**config.mk**
```make
export PLATFORM = sky130hd
export DESIGN_NAME = fix_serializer_in_module_flat
export DESIGN_NICKNAME = d
export VERILOG_FILES = /design/src/rtl/fix_serializer_in_module_if.sv /design/src/rtl/fix_serializer_in_module.sv /design/src/flat_wrapper.sv
export SDC_FILE = /design/constraint.sdc
export NUM_CORES = 1
export LEC_CHECK = 0
export CORE_MARGIN = 4
export CORE_UTILIZATION = 30
export DETAILED_ROUTE_END_ITERATION = 12
export PLACE_DENSITY = 0.5
export SYNTH_ARGS = -nofsm -noshare
export SYNTH_HDL_FRONTEND = slang
export SYNTH_SLANG_ARGS = --single-unit
```
**constraint.sdc**
```tcl
create_clock -name clk -period 6.66 [get_ports clk]
set_input_delay 0.666 -clock clk [delete_from_list [all_inputs] [get_ports clk]]
set_output_delay 0.666 -clock clk [all_outputs]
set_load 0.05 [all_outputs]
```
**src/rtl/fix_serializer_in_module_if.sv**
```systemverilog
// Field-in / byte-out handshake bundle for the FIX serializer.
// The slave side is the serializer; the master side is the field producer and the byte sink.
interface fix_serializer_in_module_if #(
    parameter int unsigned TAG_BYTES   = 4,
    parameter int unsigned VALUE_BYTES = 32
);
    logic                       field_valid_i;
    logic                       field_ready_o;
    logic [8*TAG_BYTES-1:0]     field_tag_i;
    logic [2:0]                 field_tag_len_i;
    logic [8*VALUE_BYTES-1:0]   field_value_i;
    logic [5:0]                 field_value_len_i;
    logic                       field_last_i;
    logic [7:0]                 byte_o;
    logic                       byte_valid_o;
    logic                       byte_ready_i;
    logic                       byte_last_o;

    modport slave (
        input  field_valid_i, field_tag_i, field_tag_len_i, field_value_i,
               field_value_len_i, field_last_i, byte_ready_i,
        output field_ready_o, byte_o, byte_valid_o, byte_last_o
    );

    modport master (
        output field_valid_i, field_tag_i, field_tag_len_i, field_value_i,
               field_value_len_i, field_last_i, byte_ready_i,
        input  field_ready_o, byte_o, byte_valid_o, byte_last_o
    );
endinterface

```
**src/rtl/fix_serializer_in_module.sv**
```systemverilog
// Serializes one FIX tag/value field per handshake into "tag=value<SOH>" bytes and
// closes a message with the "10=CCC<SOH>" checksum trailer.
module fix_serializer_in_module #(
    parameter int unsigned TAG_BYTES   = 4,
    parameter int unsigned VALUE_BYTES = 32,
    parameter logic [7:0]  SOH_CHAR    = 8'h01
) (
    input  logic                          clk,
    input  logic                          rst,
    fix_serializer_in_module_if.slave     bus,
    output logic                          err_o,
    output logic                          busy_o
);
    localparam int unsigned TAG_W = 8 * TAG_BYTES;
    localparam int unsigned VAL_W = 8 * VALUE_BYTES;
    localparam int unsigned IDX_W = 6;

    typedef enum logic [2:0] {
        ST_IDLE, ST_TAG, ST_EQ, ST_VAL, ST_SOH, ST_CK_TAG, ST_CK_DIG, ST_CK_SOH
    } state_e;

    state_e             state_q, state_d;
    logic [IDX_W-1:0]   idx_q, idx_d;
    logic [TAG_W-1:0]   tag_q, tag_d;
    logic [VAL_W-1:0]   val_q, val_d;
    logic [IDX_W-1:0]   val_len_q, val_len_d;
    logic               last_q, last_d;
    logic [7:0]         acc_q, acc_d;
    logic [7:0]         ck_q, ck_d;
    logic               err_q, err_d;
    logic [7:0]         byte_q, byte_d;
    logic               byte_valid_q;
    logic               byte_last_q;
    logic               busy_q;
    logic               ready_q;

    logic accept;
    logic xfer;
    logic fld_legal;

    assign accept    = bus.field_valid_i && (state_q == ST_IDLE);
    assign xfer      = byte_valid_q && bus.byte_ready_i;
    assign fld_legal = (bus.field_tag_len_i != 3'd0)
                    && (32'(bus.field_tag_len_i) <= TAG_BYTES)
                    && (bus.field_value_len_i != 6'd0)
                    && (32'(bus.field_value_len_i) <= VALUE_BYTES);

    // Next state, then the byte that state presents; byte_d depends only on *_d so it holds while stalled.
    always_comb begin
        state_d   = state_q;
        idx_d     = idx_q;
        tag_d     = tag_q;
        val_d     = val_q;
        val_len_d = val_len_q;
        last_d    = last_q;
        acc_d     = acc_q;
        ck_d      = ck_q;
        err_d     = 1'b0;
        byte_d    = 8'h00;

        case (state_q)
            ST_IDLE: begin
                if (accept) begin
                    tag_d     = bus.field_tag_i;
                    val_d     = bus.field_value_i;
                    val_len_d = bus.field_value_len_i;
                    last_d    = bus.field_last_i;
                    if (fld_legal) begin
                        state_d = ST_TAG;
                        idx_d   = IDX_W'(bus.field_tag_len_i) - IDX_W'(1);
                    end else begin
                        err_d = 1'b1;
                    end
                end
            end
            ST_TAG: begin
                if (xfer) begin
                    acc_d = acc_q + byte_q;
                    if (idx_q == '0) state_d = ST_EQ;
                    else             idx_d   = idx_q - IDX_W'(1);
                end
            end
            ST_EQ: begin
                if (xfer) begin
                    acc_d   = acc_q + byte_q;
                    state_d = ST_VAL;
                    idx_d   = val_len_q - IDX_W'(1);
                end
            end
            ST_VAL: begin
                if (xfer) begin
                    acc_d = acc_q + byte_q;
                    if (idx_q == '0) state_d = ST_SOH;
                    else             idx_d   = idx_q - IDX_W'(1);
                end
            end
            ST_SOH: begin
                if (xfer) begin
                    acc_d = acc_q + byte_q;
                    if (last_q) begin
                        state_d = ST_CK_TAG;
                        idx_d   = IDX_W'(2);
                        ck_d    = acc_q + byte_q;
                    end else begin
                        state_d = ST_IDLE;
                    end
                end
            end
            ST_CK_TAG: begin
                if (xfer) begin
                    if (idx_q == '0) begin
                        state_d = ST_CK_DIG;
                        idx_d   = IDX_W'(2);
                    end else begin
                        idx_d = idx_q - IDX_W'(1);
                    end
                end
            end
            ST_CK_DIG: begin
                if (xfer) begin
                    if (idx_q == '0) state_d = ST_CK_SOH;
                    else             idx_d   = idx_q - IDX_W'(1);
                end
            end
            ST_CK_SOH: begin
                if (xfer) begin
                    acc_d   = 8'h00;
                    state_d = ST_IDLE;
                end
            end
            default: state_d = ST_IDLE;
        endcase

        case (state_d)
            ST_TAG: begin
                for (int unsigned k = 0; k < TAG_BYTES; k++) begin
                    if (idx_d == IDX_W'(k)) byte_d = tag_d[8*k +: 8];
                end
            end
            ST_EQ:  byte_d = 8'h3D;
            ST_VAL: begin
                for (int unsigned k = 0; k < VALUE_BYTES; k++) begin
                    if (idx_d == IDX_W'(k)) byte_d = val_d[8*k +: 8];
                end
            end
            ST_SOH, ST_CK_SOH: byte_d = SOH_CHAR;
            ST_CK_TAG: begin
                case (idx_d)
                    IDX_W'(2): byte_d = 8'h31;
                    IDX_W'(1): byte_d = 8'h30;
                    default:   byte_d = 8'h3D;
                endcase
            end
            ST_CK_DIG: begin
                case (idx_d)
                    IDX_W'(2): byte_d = 8'h30 + (ck_d / 8'd100);
                    IDX_W'(1): byte_d = 8'h30 + ((ck_d / 8'd10) % 8'd10);
                    default:   byte_d = 8'h30 + (ck_d % 8'd10);
                endcase
            end
            default: byte_d = 8'h00;
        endcase
    end

    always_ff @(posedge clk) begin
        if (rst) begin
            state_q      <= ST_IDLE;
            idx_q        <= '0;
            tag_q        <= '0;
            val_q        <= '0;
            val_len_q    <= '0;
            last_q       <= 1'b0;
            acc_q        <= 8'h00;
            ck_q         <= 8'h00;
            err_q        <= 1'b0;
            byte_q       <= 8'h00;
            byte_valid_q <= 1'b0;
            byte_last_q  <= 1'b0;
            busy_q       <= 1'b0;
            ready_q      <= 1'b1;
        end else begin
            state_q      <= state_d;
            idx_q        <= idx_d;
            tag_q        <= tag_d;
            val_q        <= val_d;
            val_len_q    <= val_len_d;
            last_q       <= last_d;
            acc_q        <= acc_d;
            ck_q         <= ck_d;
            err_q        <= err_d;
            byte_q       <= byte_d;
            byte_valid_q <= (state_d != ST_IDLE);
            byte_last_q  <= (state_d == ST_CK_SOH);
            busy_q       <= (state_d != ST_IDLE);
            ready_q      <= (state_d == ST_IDLE);
        end
    end

    assign bus.field_ready_o = ready_q;
    assign bus.byte_o        = byte_q;
    assign bus.byte_valid_o  = byte_valid_q;
    assign bus.byte_last_o   = byte_last_q;
    assign err_o             = err_q;
    assign busy_o            = busy_q;
endmodule

```
**src/flat_wrapper.sv**
```systemverilog
// flat-port wrapper written by rule: the top's interface ports become plain ports
module fix_serializer_in_module_flat 
#(
    parameter int unsigned TAG_BYTES   = 4,
    parameter int unsigned VALUE_BYTES = 32,
    parameter logic [7:0]  SOH_CHAR    = 8'h01
)
  (clk, rst, err_o, busy_o, bus_field_valid_i, bus_field_tag_i, bus_field_tag_len_i, bus_field_value_i, bus_field_value_len_i, bus_field_last_i, bus_byte_ready_i, bus_field_ready_o, bus_byte_o, bus_byte_valid_o, bus_byte_last_o);
  fix_serializer_in_module_if #(.TAG_BYTES(TAG_BYTES), .VALUE_BYTES(VALUE_BYTES)) bus_i ();
  input  logic clk;
  input  logic rst;
  output logic err_o;
  output logic busy_o;
  input wire logic [$bits(bus_i.field_valid_i)-1:0] bus_field_valid_i;
  input wire logic [$bits(bus_i.field_tag_i)-1:0] bus_field_tag_i;
  input wire logic [$bits(bus_i.field_tag_len_i)-1:0] bus_field_tag_len_i;
  input wire logic [$bits(bus_i.field_value_i)-1:0] bus_field_value_i;
  input wire logic [$bits(bus_i.field_value_len_i)-1:0] bus_field_value_len_i;
  input wire logic [$bits(bus_i.field_last_i)-1:0] bus_field_last_i;
  input wire logic [$bits(bus_i.byte_ready_i)-1:0] bus_byte_ready_i;
  output wire logic [$bits(bus_i.field_ready_o)-1:0] bus_field_ready_o;
  output wire logic [$bits(bus_i.byte_o)-1:0] bus_byte_o;
  output wire logic [$bits(bus_i.byte_valid_o)-1:0] bus_byte_valid_o;
  output wire logic [$bits(bus_i.byte_last_o)-1:0] bus_byte_last_o;
  assign bus_i.field_valid_i = bus_field_valid_i;
  assign bus_i.field_tag_i = bus_field_tag_i;
  assign bus_i.field_tag_len_i = bus_field_tag_len_i;
  assign bus_i.field_value_i = bus_field_value_i;
  assign bus_i.field_value_len_i = bus_field_value_len_i;
  assign bus_i.field_last_i = bus_field_last_i;
  assign bus_i.byte_ready_i = bus_byte_ready_i;
  assign bus_field_ready_o = bus_i.field_ready_o;
  assign bus_byte_o = bus_i.byte_o;
  assign bus_byte_valid_o = bus_i.byte_valid_o;
  assign bus_byte_last_o = bus_i.byte_last_o;
  fix_serializer_in_module #(.TAG_BYTES(TAG_BYTES), .VALUE_BYTES(VALUE_BYTES), .SOH_CHAR(SOH_CHAR)) u_core (.clk(clk), .rst(rst), .bus(bus_i), .err_o(err_o), .busy_o(busy_o));
endmodule
```
## Yosys cells after proc, flatten, opt, wreduce, memory -nomap -nowiden

Index checks and enable logic that the tools add are counted.

| word-level totals | value |
|---|---|
| output and inout bits | 13 |
| word-level logic and storage cells | 169 |
| flip-flop bits (word level) | 332 |

| operators by class | value |
|---|---|
| eq/ne operators | 47 |
| $add $sub $neg | 7 |
| div/mod/pow operators | 4 |
| bitwise operators | 2 |
| reductions and logical operators | 19 |
| magnitude comparators | 2 |
| mux-type cells | 75 |

Operators with widths:

| operator | count |
|---|---|
| 2-to-1 mux 256 bit | 2 |
| 2-to-1 mux 8 bit | 41 |
| == test 6 x 5 -> 1 bit (second input constant) | 16 |
| 2-to-1 mux 32 bit | 2 |
| 2-to-1 mux 6 bit | 9 |
| == test 6 x 4 -> 1 bit (second input constant) | 8 |
| one-hot mux 8 bit (6 select lines) | 1 |
| 2-to-1 mux 3 bit | 14 |
| one-hot mux 8 bit (2 select lines) | 2 |
| one-hot mux 6 bit (5 select lines) | 1 |
| adder 6 x 8 -> 8 bit (first input constant) | 3 |
| == test 3 bit (second input constant) | 8 |
| == test 6 x 3 -> 1 bit (second input constant) | 4 |
| one-hot mux 3 bit (8 select lines) | 1 |
| modulo 8 x 4 -> 8 bit (second input constant) | 2 |
| == test 3 x 2 -> 1 bit (second input constant) | 4 |
| == test 6 x 2 -> 1 bit (second input constant) | 2 |
| logical NOT 6 bit | 2 |
| subtractor 6 x 1 -> 6 bit (second input constant) | 2 |
| adder 8 bit | 1 |
| divider 8 x 4 -> 8 bit (second input constant) | 1 |
| divider 8 x 7 -> 8 bit (second input constant) | 1 |
| one-hot mux 4 bit (2 select lines) | 1 |
| == test 3 x 1 -> 1 bit (second input constant) | 2 |
| 17 further kinds | 26 |

## Depth between registers and ports, before layout

| logic depth | value |
|---|---|
| word-level depth | 41 |
| depth in mapped cells | 30 |
| mapped depth without buffers | 28 |

## Worst setup path after synthesis

Ideal clock, no wire load.

| timing path | value |
|---|---|
| kind | flip-flop to flip-flop |
| from | register u_core.byte_q[0] (netlist: u_core.bus.byte_o[0]) |
| to | register u_core.byte_q[5] (netlist: u_core.bus.byte_o[5]) |
| data arrival time | 5.261 ns |
| setup slack | 1.276 ns |
| clock period less this slack | 5.384 ns |
| stages on the path, launching flop included | 24 |
| path buffers | 0 |
| cells stage by stage | dfxtp_1 ha_1 fa_1 a21o_1 a2111oi_2 o31a_1 nor2_1 maj3_1 o211ai_1 nand2_1 ha_1 a21oi_1 mux2_2 a211oi_1 o21ai_0 a221o_1 xnor2_1 nand2_1 ha_1 a21oi_1 nor2_1 o21ai_0 a21oi_1 o41ai_1 |

| between the ends | value |
|---|---|
| cells in the longest elaborated chain, start to end | 9 |

RTL lines:

| item | line | source |
|---|---|---|
| start, declared | fix_serializer_in_module.sv:31 | `logic [7:0] byte_q, byte_d;` |
| start signal, assigned | fix_serializer_in_module.sv:191 | `byte_q <= byte_d;` |
| adder 8 bit * | fix_serializer_in_module.sv:103 | `ck_d = acc_q + byte_q;` |
| 2-to-1 mux 8 bit * | fix_serializer_in_module.sv:100 | `if (last_q) begin` |
| 2-to-1 mux 8 bit * | fix_serializer_in_module.sv:98 | `if (xfer) begin` |
| 2-to-1 mux 8 bit * | fix_serializer_in_module.sv:61 | `case (state_q)` |
| divider 8 x 4 -> 8 bit | fix_serializer_in_module.sv:157 | `IDX_W'(1): byte_d = 8'h30 + ((ck_d / 8'd10) % 8'd10);` |
| modulo 8 x 4 -> 8 bit | fix_serializer_in_module.sv:157 |  |
| adder 6 x 8 -> 8 bit | fix_serializer_in_module.sv:157 |  |
| one-hot mux 8 bit (2 select lines) * | fix_serializer_in_module.sv:155 | `case (idx_d)` |
| one-hot mux 8 bit (6 select lines) * | fix_serializer_in_module.sv:134 | `case (state_d)` |

Every way passes the cells marked *; elsewhere a longest branch is shown, timed or not.
A chain may end at the register's enable or synchronous reset.

## Worst setup path after layout

Same ends and word-level chain as after synthesis.

==> key figures <==
Status
  – Status: finished clean

STA
  – Final Cycle Share: 89.5%
  – RSZ-0062 raised after global routing: false
  – Fin. max-slew vios: 0
  – Min cycle time layout: 5.96 ns
  – Slew margin rel.: 25.3%
  – Fmax achieved: 168 MHz
  – Clock skew: 0.0304 ns
  – Setup WS post-layout: 0.699 ns
  – Worst-Margin Slew: 1.12 ns
  – Finish-stage setup viols: 0
  – TNS Setup: 0 ns
  – Final hold vios: 0

Clocking
  – Buffer count from post-CTS setup fixing: 0
  – CTS root buf: clkbuf_16
  – CTS Buf Count: 40
  – CTS tree: yes
  – # clock sinks: 332
  – H-tree depth: 2
  – Bufs on Longest Clock Path: 3
  – Clk_lat worst skew: 0.57 ns
  – Resize count post-CTS: 0
  – CTS Hold Bufs: 0
  – Clk slew on worst S/H paths: 0.06 ns

Synth
  – Post-synth EDFFs: 0
  – Proportion of synthesized chip area in sequential cells: 37.9%
  – Top FF cell, synth: dfxtp_1
  – Post-Syn Area per Cell: 8.19 sq um
  – Syn nets: 2,465
  – Synthesized area: 17,500 sq um
  – Synthesized instance count: 2,143
  – Yosys warning count: 0
  – Async S/R FF share, synth: 0%
  – Yosys reg bits: 332
  – Synth cell types: 98

Routing
  – DR WL/cell: 23.1 microns
  – Initial DRC Count: 1,228
  – Via count: 17.3k
  – Remaining DRCs: 0
  – Via density: 5.38
  – Antenna violation net count after detailed routing: 0
  – DRT Pass-1 Iters: 6
  – Detailed Route WL: 74,200 microns

GRT
  – Vias in the first global route: 17.4k
  – Total global routing overflow: 0
  – First-pass GRT wire length: 111,000 microns
  – Initial antenna violation count: 1
  – Pin count of the biggest net entering global routing: 135
  – Total GRT Usage: 22.8%

Floorplanning
  – Core area: 57,800 sq um
  – Die Width: 250 microns
  – Rows: 88
  – I/O pin count: 315
  – Full die area: 62,400 sq um
  – Initial core utilization: 30.3%
  – Die height: 250 microns

Pwr
  – VDD IR-drop max: 0.000144 V
  – Pwr dens: 233 nW/um^2
  – P_leak: 9.33 nW

Critical path
  – Worst EP arrival: 6.39 ns
  – Crit path largest cell delay: 0.46 ns
  – CP startpoint kind: flip-flop
  – Kind of cell adding the most delay to the critical path: compound AO/OA/AOI/OAI gates
  – Worst Setup Path Type: reg2reg
  – Critical path peak fanout: 6
  – Ordered list of cells on the worst path: ha_1 -> fa_1 -> a21o_1 -> a2111oi_2 -> o31a_1 -> nor2_1 -> maj3_1 -> o211ai_1 -> nand2_1 -> ha_1 -> a21oi_1 -> mux2_2 -> a211oi_1 -> o21ai_0 -> a221o_1 -> xnor2_1 -> nand2_1 -> ha_1 -> a21oi_1 -> nor2_1 -> o21ai_0 -> a21oi_1 -> o41ai_1
  – Crit. End Element: flip-flop
  – CP required: 7.09 ns
  – Crit path max-delay cell type: a2111oi_2
  – Crit path buf inv count: 0

Run
  – Max-Cap Viols: 0

Place
  – Final HPWL DP: 57,200 microns
  – IO Port Bufs: 314
  – GPL Wtd Cong: 0.889
  – Placement Setup Slack: 0.363 ns

Final layout
  – Most common cell after layout, fill and taps aside: nor2_1
  – Ant diodes: 0
  – Final-stage net count: 2,739
  – Layout cells sized above 1: 7.15%
  – Most frequent cells in the layout: nor2_1, dfxtp_1, clkdlybuf4s50_1, nand2_1, mux2i_1
  – Area added between synthesis and finish: 30.0%

Hold path
  – Hold Path Class: reg2reg
[routing by layer]
layer  share of wire, %  vias up  GRT usage [%]
met3                5.7      100           4.07
met1                 44     8373           29.9
li1                   -     8228              -
met2                 48      575           38.7
met4                2.8        0           6.14
met5                  0        -              0
[worst reg2reg max path, stage by stage, from the launching register on]
cell       delay, ns
dfxtp_1         0.32
ha_1            0.24
fa_1            0.43
a21o_1          0.24
a2111oi_2       0.46
o31a_1          0.29
nor2_1          0.16
maj3_1          0.36
o211ai_1        0.26
nand2_1         0.19
ha_1            0.38
a21oi_1         0.05
mux2_2          0.30
a211oi_1        0.41
o21ai_0         0.26
a221o_1         0.43
xnor2_1         0.17
nand2_1         0.08
ha_1            0.28
a21oi_1         0.06
nor2_1          0.10
o21ai_0         0.11
a21oi_1         0.18
o41ai_1         0.10
[where the power goes]
group	switching (mW)	total [mW]	internal, mW
Sequential	0.0403	2.15	2.11
Clock	0.914	2.20	1.29
Combinational	0.550	0.957	0.407
[sequential cells by signal (all words and copies together) (netlist names), 3 cells and up]
register           flops
u_core.acc_q           8
u_core.bus.byte_o      8
u_core.ck_q            8
u_core.idx_q           6
u_core.state_q         3
u_core.tag_q          32
u_core.val_len_q       6
u_core.val_q         256
[final timing paths]
path,from,end,slack (ns),cells past startpoint
max reg2reg,u_core.bus.byte_o[0],u_core.bus.byte_o[5],0.70,23
min,u_core.val_q[203],u_core.val_q[203],0.45,2
min reg2reg,u_core.val_q[203],u_core.val_q[203],0.45,2
max,u_core.bus.byte_o[0],u_core.bus.byte_o[5],0.70,23
[Yosys cell counts, types with 18 or more instances]
cell | number | share of area, %
clkbuf_1 | 77 | 1.6
a31oi_1 | 18 | 0.64
nand2_1 | 260 | 5.6
a22oi_1 | 20 | 0.86
nor2_1 | 363 | 7.8
o22ai_1 | 33 | 1.2
a21oi_1 | 145 | 4.1
nor3_1 | 48 | 1.4
nand4_1 | 20 | 0.71
dfxtp_1 | 332 | 38
buf_2 | 44 | 1.3
a211oi_1 | 21 | 0.90
inv_1 | 24 | 0.51
ha_1 | 19 | 1.4
nand3_1 | 53 | 1.5
o21ai_0 | 93 | 2.7
mux2i_1 | 259 | 15
[through the flow]
stage	instances	power, mW	util [%]	instance area (sq um)	hold WS, ns
4_1_cts	3211	5.35	39.4	22800	0.456
5_1_grt	3211	5.51	39.4	22800	0.475
2_1_floorplan	2143	2.69	-	17500	0.433
6_report	3211	5.31	39.4	22800	0.455
3_3_place_gp	3140	3.13	37.2	21500	0.440
3_5_place_dp	3140	3.15	37.2	21500	0.449
[layout make-up]
cell class | count | area (sq um)
fillers | 5913 | 35000
clock buffers | 60 | 1170
clock inverters | 11 | 128
multi-input cells | 1648 | 10200
repair buffers | 369 | 3590
well taps | 765 | 957
inverters | 26 | 97.6
flip-flops and latches | 332 | 6650
[logic make-up (layout without fill, tap and decap cells)]
logic type,Yosys count,after routing,share of synthesized area [%]
buf+inv,163,466,4.06
mux,268,268,15.5
flops,332,332,37.9
xor+xnor,13,13,0.649
compound gates,490,490,18.4
fa+ha+maj,21,21,1.53
simple gates,856,856,22.0
No activity file was read; power rests on OpenSTA's default activity.
